--- src/rtl/udma_eth_frame_pkg.sv ---
// udma_eth_frame_pkg
//   Shared definitions for the eth-frame uDMA configuration register file:
//   per-channel register offsets, CFG register bit positions, the IRQ error
//   bit, and helpers that locate the IRQ_STATUS / IRQ_MASK words at the top
//   of the cfg address space.
package udma_eth_frame_pkg;

  // Word offset of a register inside a channel's 4-word window.
  typedef enum logic [1:0] {
    REG_SADDR = 2'd0,
    REG_SIZE  = 2'd1,
    REG_CFG   = 2'd2,
    REG_RSVD  = 2'd3
  } reg_off_e;

  // CFG register bit positions (write and readback share the layout).
  localparam int unsigned CFG_CONT_BIT  = 0;
  localparam int unsigned CFG_EN_BIT    = 4;
  localparam int unsigned CFG_PEND_BIT  = 5;
  localparam int unsigned CFG_CLR_BIT   = 6;
  localparam int unsigned CFG_DEFER_BIT = 7;

  // IRQ_STATUS / IRQ_MASK bit flagging an access to an unmapped address.
  localparam int unsigned IRQ_ERR_BIT = 31;

  // IRQ_STATUS sits one word below the top of the cfg space, IRQ_MASK at the top.
  function automatic int unsigned irq_status_addr(input int unsigned aw);
    return (32'd1 << aw) - 32'd2;
  endfunction

  function automatic int unsigned irq_mask_addr(input int unsigned aw);
    return (32'd1 << aw) - 32'd1;
  endfunction

endpackage

--- src/rtl/udma_eth_frame_cfg_mc_if.sv ---
// udma_eth_frame_cfg_mc_if
//   Peripheral-interconnect cfg bus of the eth-frame uDMA register file.
//   master: interconnect side (drives data/addr/valid/rwn).
//   slave : register file side (drives combinational read data and ready).
interface udma_eth_frame_cfg_mc_if #(
  parameter int unsigned CFG_AW = 5
);
  logic [31:0]       cfg_data_i;
  logic [CFG_AW-1:0] cfg_addr_i;
  logic              cfg_valid_i;
  logic              cfg_rwn_i;
  logic [31:0]       cfg_data_o;
  logic              cfg_ready_o;

  modport master (
    output cfg_data_i, cfg_addr_i, cfg_valid_i, cfg_rwn_i,
    input  cfg_data_o, cfg_ready_o
  );

  modport slave (
    input  cfg_data_i, cfg_addr_i, cfg_valid_i, cfg_rwn_i,
    output cfg_data_o, cfg_ready_o
  );
endinterface

--- src/rtl/udma_eth_frame_cfg_ch.sv ---
// udma_eth_frame_cfg_ch
//   One uDMA channel of the eth-frame cfg register file: start address, size
//   and continuous registers, one-cycle en/clr pulses, deferred start while
//   the core queue is full, and falling-edge detect of the core busy flag.
// Ports:
//   clk_i, rst_i          clock, asynchronous active-high reset
//   wr_saddr/size/cfg     decoded write strobes for this channel
//   wdata                 cfg write data
//   en_i, pending_i       core busy / queue-full for this channel
//   startaddr, size, continuous, en_o, clr_o   register outputs
//   deferred              start request parked behind a full queue
//   done                  en_i fell this cycle (status set on next edge)
//   en_req, size_zero     inputs to the optional error flag
module udma_eth_frame_cfg_ch
  import udma_eth_frame_pkg::*;
#(
  parameter int unsigned L2_AWIDTH_NOAL = 12,
  parameter int unsigned TRANS_SIZE     = 16
) (
  input  logic                      clk_i,
  input  logic                      rst_i,
  input  logic                      wr_saddr,
  input  logic                      wr_size,
  input  logic                      wr_cfg,
  input  logic [31:0]               wdata,
  input  logic                      en_i,
  input  logic                      pending_i,
  output logic [L2_AWIDTH_NOAL-1:0] startaddr,
  output logic [TRANS_SIZE-1:0]     size,
  output logic                      continuous,
  output logic                      en_o,
  output logic                      clr_o,
  output logic                      deferred,
  output logic                      done,
  output logic                      en_req,
  output logic                      size_zero
);

  logic en_prev;
  logic wr_clr;
  logic unused_wdata;

  assign wr_clr       = wr_cfg & wdata[CFG_CLR_BIT];
  assign en_req       = wr_cfg & wdata[CFG_EN_BIT] & ~wdata[CFG_CLR_BIT];
  assign size_zero    = (size == '0);
  assign done         = en_prev & ~en_i;
  assign unused_wdata = ^wdata;

  always_ff @(posedge clk_i or posedge rst_i) begin
    if (rst_i) begin
      startaddr  <= '0;
      size       <= '0;
      continuous <= 1'b0;
      en_o       <= 1'b0;
      clr_o      <= 1'b0;
      deferred   <= 1'b0;
      en_prev    <= 1'b0;
    end else begin
      en_o    <= 1'b0;
      clr_o   <= 1'b0;
      en_prev <= en_i;
      if (wr_saddr) startaddr <= wdata[L2_AWIDTH_NOAL-1:0];
      if (wr_size)  size      <= wdata[TRANS_SIZE-1:0];
      if (wr_cfg)   continuous <= wdata[CFG_CONT_BIT];
      // A fresh en write and a parked one are handled alike: fire when the
      // queue has room, otherwise (re)park. A second en while parked merges.
      if (wr_clr) begin
        clr_o    <= 1'b1;
        deferred <= 1'b0;
      end else if (en_req || deferred) begin
        if (pending_i) begin
          deferred <= 1'b1;
        end else begin
          en_o     <= 1'b1;
          deferred <= 1'b0;
        end
      end
    end
  end

endmodule

--- src/rtl/udma_eth_frame_cfg_mc.sv ---
// udma_eth_frame_cfg_mc
//   Multi-channel cfg register file of the eth-frame uDMA peripheral. Decodes
//   the cfg bus, muxes combinational readback, instantiates one
//   udma_eth_frame_cfg_ch per channel and holds IRQ_STATUS / IRQ_MASK / irq_o.
// Ports:
//   clk_i, rst_i         clock, asynchronous active-high reset
//   cfg                  cfg bus (slave modport)
//   cfg_startaddr_o, cfg_size_o, cfg_continuous_o   per-channel registers
//   cfg_en_o, cfg_clr_o  one-cycle start / clear pulses
//   cfg_en_i, cfg_pending_i, cfg_curr_addr_i, cfg_bytes_left_i   core status
//   irq_o                registered |(status & mask)
// Build option:
//   UDMA_ETH_FRAME_CFG_ERR_EN  adds per-channel size-0 start error bits
//   (IRQ_STATUS[NUM_CH+ch]) and an unmapped-access error bit (bit 31).
module udma_eth_frame_cfg_mc
  import udma_eth_frame_pkg::*;
#(
  parameter int unsigned NUM_CH         = 2,
  parameter int unsigned L2_AWIDTH_NOAL = 12,
  parameter int unsigned TRANS_SIZE     = 16,
  parameter int unsigned CFG_AW         = 5
) (
  input  logic                                  clk_i,
  input  logic                                  rst_i,
  udma_eth_frame_cfg_mc_if.slave                cfg,
  output logic [NUM_CH-1:0][L2_AWIDTH_NOAL-1:0] cfg_startaddr_o,
  output logic [NUM_CH-1:0][TRANS_SIZE-1:0]     cfg_size_o,
  output logic [NUM_CH-1:0]                     cfg_continuous_o,
  output logic [NUM_CH-1:0]                     cfg_en_o,
  output logic [NUM_CH-1:0]                     cfg_clr_o,
  input  logic [NUM_CH-1:0]                     cfg_en_i,
  input  logic [NUM_CH-1:0]                     cfg_pending_i,
  input  logic [NUM_CH-1:0][L2_AWIDTH_NOAL-1:0] cfg_curr_addr_i,
  input  logic [NUM_CH-1:0][TRANS_SIZE-1:0]     cfg_bytes_left_i,
  output logic                                  irq_o
);

  localparam logic [CFG_AW-1:0] STATUS_ADDR = CFG_AW'(irq_status_addr(CFG_AW));
  localparam logic [CFG_AW-1:0] MASK_ADDR   = CFG_AW'(irq_mask_addr(CFG_AW));
  localparam logic [31:0]       CH_BITS     = 32'((64'd1 << NUM_CH) - 64'd1);
`ifdef UDMA_ETH_FRAME_CFG_ERR_EN
  localparam logic [31:0] IMPL_BITS = CH_BITS | (CH_BITS << NUM_CH) | (32'd1 << IRQ_ERR_BIT);
`else
  localparam logic [31:0] IMPL_BITS = CH_BITS;
`endif

  int unsigned a_ch;
  reg_off_e    a_reg;
  logic        ch_hit, stat_hit, mask_hit, wr, unmapped;

  logic [NUM_CH-1:0] wr_saddr, wr_size, wr_cfg;
  logic [NUM_CH-1:0] deferred, done, en_req, size_zero;

  logic [31:0] status_q, mask_q, status_nxt, set_vec, clr_vec, rdata;

  always_comb begin
    a_ch     = 32'(cfg.cfg_addr_i[CFG_AW-1:2]);
    a_reg    = reg_off_e'(cfg.cfg_addr_i[1:0]);
    ch_hit   = (a_ch < NUM_CH) && (a_reg != REG_RSVD);
    stat_hit = (cfg.cfg_addr_i == STATUS_ADDR);
    mask_hit = (cfg.cfg_addr_i == MASK_ADDR);
    wr       = cfg.cfg_valid_i & ~cfg.cfg_rwn_i;
    unmapped = cfg.cfg_valid_i & ~ch_hit & ~stat_hit & ~mask_hit;
  end

  for (genvar c = 0; c < NUM_CH; c++) begin : g_ch
    logic sel;
    assign sel         = wr && ch_hit && (a_ch == unsigned'(c));
    assign wr_saddr[c] = sel && (a_reg == REG_SADDR);
    assign wr_size[c]  = sel && (a_reg == REG_SIZE);
    assign wr_cfg[c]   = sel && (a_reg == REG_CFG);

    udma_eth_frame_cfg_ch #(
      .L2_AWIDTH_NOAL (L2_AWIDTH_NOAL),
      .TRANS_SIZE     (TRANS_SIZE)
    ) u_ch (
      .clk_i      (clk_i),
      .rst_i      (rst_i),
      .wr_saddr   (wr_saddr[c]),
      .wr_size    (wr_size[c]),
      .wr_cfg     (wr_cfg[c]),
      .wdata      (cfg.cfg_data_i),
      .en_i       (cfg_en_i[c]),
      .pending_i  (cfg_pending_i[c]),
      .startaddr  (cfg_startaddr_o[c]),
      .size       (cfg_size_o[c]),
      .continuous (cfg_continuous_o[c]),
      .en_o       (cfg_en_o[c]),
      .clr_o      (cfg_clr_o[c]),
      .deferred   (deferred[c]),
      .done       (done[c]),
      .en_req     (en_req[c]),
      .size_zero  (size_zero[c])
    );
  end

`ifndef UDMA_ETH_FRAME_CFG_ERR_EN
  logic unused_err;
  assign unused_err = ^{en_req, size_zero, unmapped};
`endif

  // Sets are OR-ed in after the W1C so a same-cycle event is never lost.
  always_comb begin
    set_vec = '0;
    for (int unsigned c = 0; c < NUM_CH; c++) begin
      set_vec[c] = done[c];
`ifdef UDMA_ETH_FRAME_CFG_ERR_EN
      set_vec[NUM_CH+c] = en_req[c] & size_zero[c];
`endif
    end
`ifdef UDMA_ETH_FRAME_CFG_ERR_EN
    set_vec[IRQ_ERR_BIT] = unmapped;
`endif
    clr_vec    = (wr && stat_hit) ? cfg.cfg_data_i : '0;
    status_nxt = ((status_q & ~clr_vec) | set_vec) & IMPL_BITS;
  end

  always_ff @(posedge clk_i or posedge rst_i) begin
    if (rst_i) begin
      status_q <= '0;
      mask_q   <= '0;
      irq_o    <= 1'b0;
    end else begin
      status_q <= status_nxt;
      if (wr && mask_hit) mask_q <= cfg.cfg_data_i & IMPL_BITS;
      irq_o <= |(status_q & mask_q);
    end
  end

  always_comb begin
    rdata = '0;
    if (stat_hit) begin
      rdata = status_q;
    end else if (mask_hit) begin
      rdata = mask_q;
    end else if (ch_hit) begin
      for (int unsigned c = 0; c < NUM_CH; c++) begin
        if (a_ch == c) begin
          case (a_reg)
            REG_SADDR: rdata = 32'(cfg_curr_addr_i[c]);
            REG_SIZE:  rdata = 32'(cfg_bytes_left_i[c]);
            REG_CFG: begin
              rdata[CFG_CONT_BIT]  = cfg_continuous_o[c];
              rdata[CFG_EN_BIT]    = cfg_en_i[c];
              rdata[CFG_PEND_BIT]  = cfg_pending_i[c];
              rdata[CFG_DEFER_BIT] = deferred[c];
            end
            default: rdata = '0;
          endcase
        end
      end
    end
  end

  assign cfg.cfg_data_o  = rdata;
  assign cfg.cfg_ready_o = 1'b1;

endmodule

--- src/flat_wrapper.sv ---
// flat-port wrapper written by rule: the top's interface ports become plain ports
module udma_eth_frame_cfg_mc_flat import udma_eth_frame_pkg::*;
#(
  parameter int unsigned NUM_CH         = 2,
  parameter int unsigned L2_AWIDTH_NOAL = 12,
  parameter int unsigned TRANS_SIZE     = 16,
  parameter int unsigned CFG_AW         = 5
)
  (clk_i, rst_i, cfg_startaddr_o, cfg_size_o, cfg_continuous_o, cfg_en_o, cfg_clr_o, cfg_en_i, cfg_pending_i, cfg_curr_addr_i, cfg_bytes_left_i, irq_o, cfg_cfg_data_i, cfg_cfg_addr_i, cfg_cfg_valid_i, cfg_cfg_rwn_i, cfg_cfg_data_o, cfg_cfg_ready_o);
  udma_eth_frame_cfg_mc_if #(.CFG_AW(CFG_AW)) cfg_i ();
  input  logic clk_i;
  input  logic rst_i;
  output logic [NUM_CH-1:0][L2_AWIDTH_NOAL-1:0] cfg_startaddr_o;
  output logic [NUM_CH-1:0][TRANS_SIZE-1:0] cfg_size_o;
  output logic [NUM_CH-1:0] cfg_continuous_o;
  output logic [NUM_CH-1:0] cfg_en_o;
  output logic [NUM_CH-1:0] cfg_clr_o;
  input  logic [NUM_CH-1:0] cfg_en_i;
  input  logic [NUM_CH-1:0] cfg_pending_i;
  input  logic [NUM_CH-1:0][L2_AWIDTH_NOAL-1:0] cfg_curr_addr_i;
  input  logic [NUM_CH-1:0][TRANS_SIZE-1:0] cfg_bytes_left_i;
  output logic irq_o;
  input wire logic [$bits(cfg_i.cfg_data_i)-1:0] cfg_cfg_data_i;
  input wire logic [$bits(cfg_i.cfg_addr_i)-1:0] cfg_cfg_addr_i;
  input wire logic [$bits(cfg_i.cfg_valid_i)-1:0] cfg_cfg_valid_i;
  input wire logic [$bits(cfg_i.cfg_rwn_i)-1:0] cfg_cfg_rwn_i;
  output wire logic [$bits(cfg_i.cfg_data_o)-1:0] cfg_cfg_data_o;
  output wire logic [$bits(cfg_i.cfg_ready_o)-1:0] cfg_cfg_ready_o;
  assign cfg_i.cfg_data_i = cfg_cfg_data_i;
  assign cfg_i.cfg_addr_i = cfg_cfg_addr_i;
  assign cfg_i.cfg_valid_i = cfg_cfg_valid_i;
  assign cfg_i.cfg_rwn_i = cfg_cfg_rwn_i;
  assign cfg_cfg_data_o = cfg_i.cfg_data_o;
  assign cfg_cfg_ready_o = cfg_i.cfg_ready_o;
  udma_eth_frame_cfg_mc #(.NUM_CH(NUM_CH), .L2_AWIDTH_NOAL(L2_AWIDTH_NOAL), .TRANS_SIZE(TRANS_SIZE), .CFG_AW(CFG_AW)) u_core (.clk_i(clk_i), .rst_i(rst_i), .cfg(cfg_i), .cfg_startaddr_o(cfg_startaddr_o), .cfg_size_o(cfg_size_o), .cfg_continuous_o(cfg_continuous_o), .cfg_en_o(cfg_en_o), .cfg_clr_o(cfg_clr_o), .cfg_en_i(cfg_en_i), .cfg_pending_i(cfg_pending_i), .cfg_curr_addr_i(cfg_curr_addr_i), .cfg_bytes_left_i(cfg_bytes_left_i), .irq_o(irq_o));
endmodule
--- config.mk ---
export PLATFORM = sky130hd
export DESIGN_NAME = udma_eth_frame_cfg_mc_flat
export DESIGN_NICKNAME = d
export VERILOG_FILES = /design/src/rtl/udma_eth_frame_pkg.sv /design/src/rtl/udma_eth_frame_cfg_mc_if.sv /design/src/rtl/udma_eth_frame_cfg_ch.sv /design/src/rtl/udma_eth_frame_cfg_mc.sv /design/src/flat_wrapper.sv
export SDC_FILE = /design/constraint.sdc
export NUM_CORES = 1
export LEC_CHECK = 0
export CAP_MARGIN = 15
export CORE_UTILIZATION = 60
export DETAILED_ROUTE_END_ITERATION = 10
export DONT_BUFFER_PORTS = 1
export PLACE_DENSITY = 0.87
export SYNTH_ARGS = -nofsm -noshare
export SYNTH_HDL_FRONTEND = slang
export SYNTH_SLANG_ARGS = --single-unit
--- constraint.sdc ---
create_clock -name clk_i -period 2.6 [get_ports clk_i]
set_input_delay 0.65 -clock clk_i [delete_from_list [all_inputs] [get_ports clk_i]]
set_output_delay 0.65 -clock clk_i [all_outputs]
set_load 0.01 [all_outputs]
==> results of run 1 <==
## layout make-up
type	instances	area, um^2
fill	424	1950
inverter	6	22.5
clock buffer	10	138
multi-input combinational	171	1490
tap	72	90.1
sequential	71	1780
clock inverter	6	60.1
timing repair buffer	5	50.0
## routing by layer
metal / up-vias / track usage, % / part of all wire (%)
met4: 0 / 9.07 / 1.1
met3: 8 / 10.7 / 9.9
met2: 124 / 47.6 / 54
met5: - / 0 / 0
met1: 1110 / 29.0 / 35
li1: 917 / - / -
## where the power goes
part           switching [mW]  total (mW)  internal (mW)
sequential              0.133        1.35           1.22
clock                   0.398       0.862          0.464
combinational          0.0987       0.228          0.129
total                   0.629        2.44           1.81
## cell families (layout without fill, tap and decap cells)
family / after synthesis / after routing / synth area share, %
flops: 71 / 71 / 50.9
buf+inv: 42 / 27 / 8.06
mux: 81 / 81 / 27.9
other cells: 2 / 17 / 0.215
simple gates: 47 / 47 / 7.60
compound gates: 26 / 26 / 5.30
## sequential cells by signal (all words and copies together) (netlist names)
register	flops
u_core.g_ch.u_ch.clr_o	2
u_core.g_ch.u_ch.continuous	2
u_core.g_ch.u_ch.deferred	2
u_core.g_ch.u_ch.en_o	2
u_core.g_ch.u_ch.en_prev	2
u_core.g_ch.u_ch.size	32
u_core.g_ch.u_ch.startaddr	24
u_core.irq_o	1
u_core.mask_q	2
u_core.status_q	2
## cell usage in the layout (no fill, tap or decap), types with 2 or more instances in the layout
| master | instances |
|---|---|
| a211oi_1 | 2 |
| a21oi_1 | 6 |
| a221oi_1 | 2 |
| a22o_1 | 3 |
| and3_1 | 8 |
| buf_4 | 4 |
| clkbuf_8 | 10 |
| clkinv_2 | 3 |
| clkinvlp_4 | 2 |
| conb_1 | 17 |
| dfrtp_1 | 71 |
| inv_1 | 5 |
| mux2_2 | 62 |
| mux2i_1 | 12 |
| mux4_2 | 7 |
| nand2_1 | 3 |
| nand2b_1 | 3 |
| nand3_1 | 5 |
| nor2_1 | 15 |
| nor2b_1 | 2 |
| nor3_1 | 5 |
| nor3b_1 | 2 |
| o21ai_0 | 3 |
| o221ai_1 | 2 |
| o22ai_1 | 2 |
| or3_4 | 2 |
## worst max-delay path: stages
cell,delay (ns)
nor2b_1,0.39
a221oi_1,0.18
a211oi_1,0.44
## worst min path at each step
stage	start	end	slack, ns	depth (start not counted)
floorplan	u_core.g_ch[0].u_ch.en_prev	u_core.status_q[0]	0.45	1
global placement	u_core.g_ch[0].u_ch.en_prev	u_core.status_q[0]	0.46	1
detailed placement	u_core.g_ch[0].u_ch.en_prev	u_core.status_q[0]	0.47	1
CTS	cfg_en_i[0]	u_core.g_ch[0].u_ch.en_prev	0.32	0
global route	cfg_en_i[0]	u_core.g_ch[0].u_ch.en_prev	0.31	0
finish	cfg_en_i[1]	u_core.g_ch[1].u_ch.en_prev	0.33	0
## metrics by stage
step / power [mW] / util [%] / worst slack, ns / hold slack [ns] / cell area [um^2]
detailed placement: 1.60 / 61.5 / 0.324 / 0.466 / 3430
global route: 2.55 / 65.1 / 0.226 / 0.306 / 3630
CTS: 2.46 / 65.1 / 0.315 / 0.318 / 3630
global placement: 1.58 / 61.5 / 0.346 / 0.464 / 3430
finish: 2.44 / 65.1 / 0.291 / 0.331 / 3630
floorplan: 1.58 / - / 0.153 / 0.449 / 3550
## cells in the mapped netlist, types with 3 or more instances
cell type	number
nand3_1	5
nor3_1	5
buf_4	27
buf_2	4
nand2_1	3
mux2i_1	12
a21oi_1	6
o21ai_0	3
nand2b_1	3
a22o_1	3
dfrtp_1	71
mux4_2	7
nor2_1	15
mux2_2	62
inv_1	6
and3_1	8
==> flow_summary.ini, run 1 <==
[clocking]
ctsResizeCount = 0
cts_tree = yes
clock_path_buffers = 2
ctsHoldBuffers = 0
clk_latency_ns = 0.33
worst_setup_hold_path_clk_slew_ns = 0.08
post_cts_buffers = 0
root_buffer = clkbuf_8
cts_sinks = 71
htreeDepth = 3
cts_buffers = 9

[synth]
syn_area_per_cell_um2 = 13.0
synthFlopType = dfrtp_1
ys_warn_count = 0
async_reset_ff_share_pct = 100
synth.yosys.seq_area_share_pct = 50.9
synth-seq-cells = 71
ys_top_cells_by_area = dfrtp_1, mux2_2, buf_4
synth_top_area_cell = dfrtp_1
netlist_instances = 269
netlist.area_leader.share_pct = 50.9
syn_area_um2 = 3490
synth_edf_count = 0
ys_types = 36

[critical_path]
startpoint_type = input pin
cp_data_arrival_time_ns = 1.66
cp-startpoint = cfg_cfg_addr_i[1]
critPathKind = in2out
reg2regPathDepth = 1
crit_path_end_kind = output pin
critPathCapture = cfg_cfg_data_o[5]
worstPathRequired_ns = 1.95
r2r-start = u_core.g_ch[1].u_ch.size[11]
regToRegSetupSlack_ns = 1.76
rr_endpoint = u_core.g_ch[1].u_ch.size[11]
path_max_fanout = 16

[drt]
detail_route.first_pass.iterations = 4
ant_nets = 0
wl_um = 7840
drt_iter0_drc = 78
drc = 0
vias = 2159
via_per_inst = 6.33
wire_per_inst_um = 23.0

[timing]
rsz0062_at_grt = no
fin_crit_sh_pct = 88.8
max-slew-margin-rel_pct = 44.8
max_freq_mhz = 433
slew_viol_final = 0
worst_pin_slew_ns = 0.827
hold_viol = 0
min_period_ns = 2.31
setup-tns-final_ns = 0
setup_viol = 0
skew_ns = 0.00198

[finish]
drive_gt1_share_pct = 35.7
n_antenna_cell = 0
fin_nets = 365
instances_no_fill = 341
area_growth_pct = 3.87

[power_and_ir_drop]
leakage_nw = 1.75
p_per_area_nw_per_um2 = 672
ir_drop_v = 0.000486

[die]
rows = 27
boundaryPins = 197
die_height_um = 78.3
initial_core_util_pct = 62.6
dieArea_um2 = 6130
dieWidth_um = 78.3
core_um2 = 5570

[worst_hold_path]
min_path_type = in2reg

[global_routing]
gr-total-overflow = 0
grt_first_pass_wirelength_um = 12100
antenna_found_initial = 0
first_global_vias = 2318
grt_max_degree = 39
track_usage_pct = 26.8

[run_status]
status = finished, final reports clean

[place]
place.gp.congestion = 0.793
dp_cells = 325
dp_hpwl_um = 5810
port_buffers = 0

[flow_run]
drv_cap = 0
(Power assumes the default switching activity.)
==> run 2: changes to the inputs <==
==> constraint.sdc (replaced) <==
create_clock -name clk_i -period 2.17 [get_ports clk_i]
set_input_delay 0.5425 -clock clk_i [delete_from_list [all_inputs] [get_ports clk_i]]
set_output_delay 0.5425 -clock clk_i [all_outputs]
set_load 0.01 [all_outputs]
==> flow_summary.ini, run 2 (synthesized netlist as in run 1, its figures left out) <==
[critical_path]
crit_path_end_kind = output pin
crit_path_top_delay_cell = nor2b_1
critPathKind = in2out
path_max_fanout = 16
worstPathRequired_ns = 1.63
path_delay_family = compound AO/OA/AOI/OAI gates
max_stage_delay_ns = 0.29
path_cells = nor2b_1 -> a221oi_1 -> a211oi_1 -> buf_4
cp_data_arrival_time_ns = 1.43
startpoint_type = input pin
path_buf_inv = 1

[finish]
reg_top3 = u_core.g_ch.u_ch.size (32), u_core.g_ch.u_ch.startaddr (24)
final_common_cell = dfrtp_1
design_area_um2 = 3730
drive_gt1_share_pct = 36.4
regMostFlops = u_core.g_ch.u_ch.size
area_growth_pct = 6.74
n_antenna_cell = 0
layout_common_cells = dfrtp_1, mux2_2, conb_1
nFillCells = 416
largest_reg_flops = 32
fin_nets = 371

[power_and_ir_drop]
comb_power_share_pct = 9.1
p_sw_share_pct = 24.1
ir_drop_v = 0.000639
p_seq_share_pct = 52.7
power.switching_mw = 0.738
p_int_mw = 2.33
design_power_total_mw = 3.07
p_per_area_nw_per_um2 = 822
clkPwrFrac_pct = 38.2
leakage_nw = 1.80

[timing]
slew_viol_final = 0
max_freq_mhz = 508
rsz0062_at_grt = no
fin_crit_sh_pct = 90.7
min_period_ns = 1.97
hold_viol = 0
skew_ns = 0.0131
setup-tns-final_ns = 0
setup_viol = 0

[run_status]
status = finished, final reports clean

[clocking]
cts_sinks = 71
ctsHoldBuffers = 0
root_buffer = clkbuf_8
htreeDepth = 3
ctsResizeCount = 0
worst_setup_hold_path_clk_slew_ns = 0.07
cts_buffers = 9
clock_path_buffers = 2
clk_latency_ns = 0.34
cts_tree = yes
post_cts_buffers = 0

[drt]
vias = 2152
via_per_inst = 6.20
drc = 0
drt_iter0_drc = 133
wire_per_inst_um = 22.6
wl_um = 7850
detail_route.first_pass.iterations = 4
ant_nets = 0

[global_routing]
antenna_found_initial = 0
grt_max_degree = 54
gr-total-overflow = 0
track_usage_pct = 26.1
first_global_vias = 2260
grt_first_pass_wirelength_um = 11800

[place]
place.gp.congestion = 0.803
dp_hpwl_um = 5690
place_area_um2 = 3500
port_buffers = 0

[die]
initial_core_util_pct = 62.6
die_height_um = 78.3
rows = 27
dieWidth_um = 78.3
core_um2 = 5570
dieArea_um2 = 6130
boundaryPins = 197

[flow_run]
drv_cap = 0

[worst_hold_path]
min_path_type = in2async
run 2: area by class of cell:
cell class / count / area (um^2) / share of cell area [%]
sequential: 71 / 1780 / 47.7
inverter: 6 / 26.3 / 0.705
multi-input combinational: 171 / 1490 / 40.0
clock inverter: 3 / 65.1 / 1.75
tap: 72 / 90.1 / 2.42
timing repair buffer: 11 / 120 / 3.22
clock buffer: 13 / 159 / 4.26
run 2: layer usage:
| layer | wire length [um] | share of wire [%] | global-route usage, % | up-vias |
|---|---|---|---|---|
| met5 | 0 | 0 | 0 | - |
| met4 | 55 | 0.70 | 8.52 | 0 |
| met3 | 810 | 10 | 10.0 | 6 |
| met2 | 4210 | 54 | 46.8 | 120 |
| met1 | 2780 | 35 | 28.2 | 1101 |
| li1 | - | - | - | 925 |
run 2: worst paths after layout:
path,startpoint,end,slack [ns],cells after the start
min,rst_i,u_core.g_ch[0].u_ch.clr_o,0.08,1
max reg2reg,u_core.g_ch[1].u_ch.size[11],u_core.g_ch[1].u_ch.size[11],1.33,1
max in group asynchronous,rst_i,u_core.g_ch[1].u_ch.size[11],1.48,2
min in group clk_i,cfg_en_i[0],u_core.g_ch[0].u_ch.en_prev,0.23,0
max,cfg_cfg_addr_i[1],cfg_cfg_data_o[7],0.20,4
min reg2reg,u_core.g_ch[1].u_ch.en_prev,u_core.status_q[1],0.48,1
run 2: power groups by stage:
| stage | Sequential, mW | Combinational (mW) | Clock (mW) |
|---|---|---|---|
| global placement | 1.63 | 0.267 | 0 |
| global route | 1.63 | 0.306 | 1.25 |
| detailed placement | 1.64 | 0.283 | 0 |
| floorplan | 1.60 | 0.288 | 0 |
| CTS | 1.62 | 0.282 | 1.19 |
| finish | 1.62 | 0.278 | 1.17 |
run 2: per-stage QoR:
step	worst slack, ns	utilization, %	hold WS, ns	std cells
2_1_floorplan	0.0169	-	0.449	284
3_3_place_gp	0.0789	62.9	0.442	331
3_5_place_dp	0.0635	62.9	0.454	331
4_1_cts	0.197	66.9	0.0856	347
5_1_grt	0.0760	66.9	0.0965	347
6_report	0.201	66.9	0.0787	347
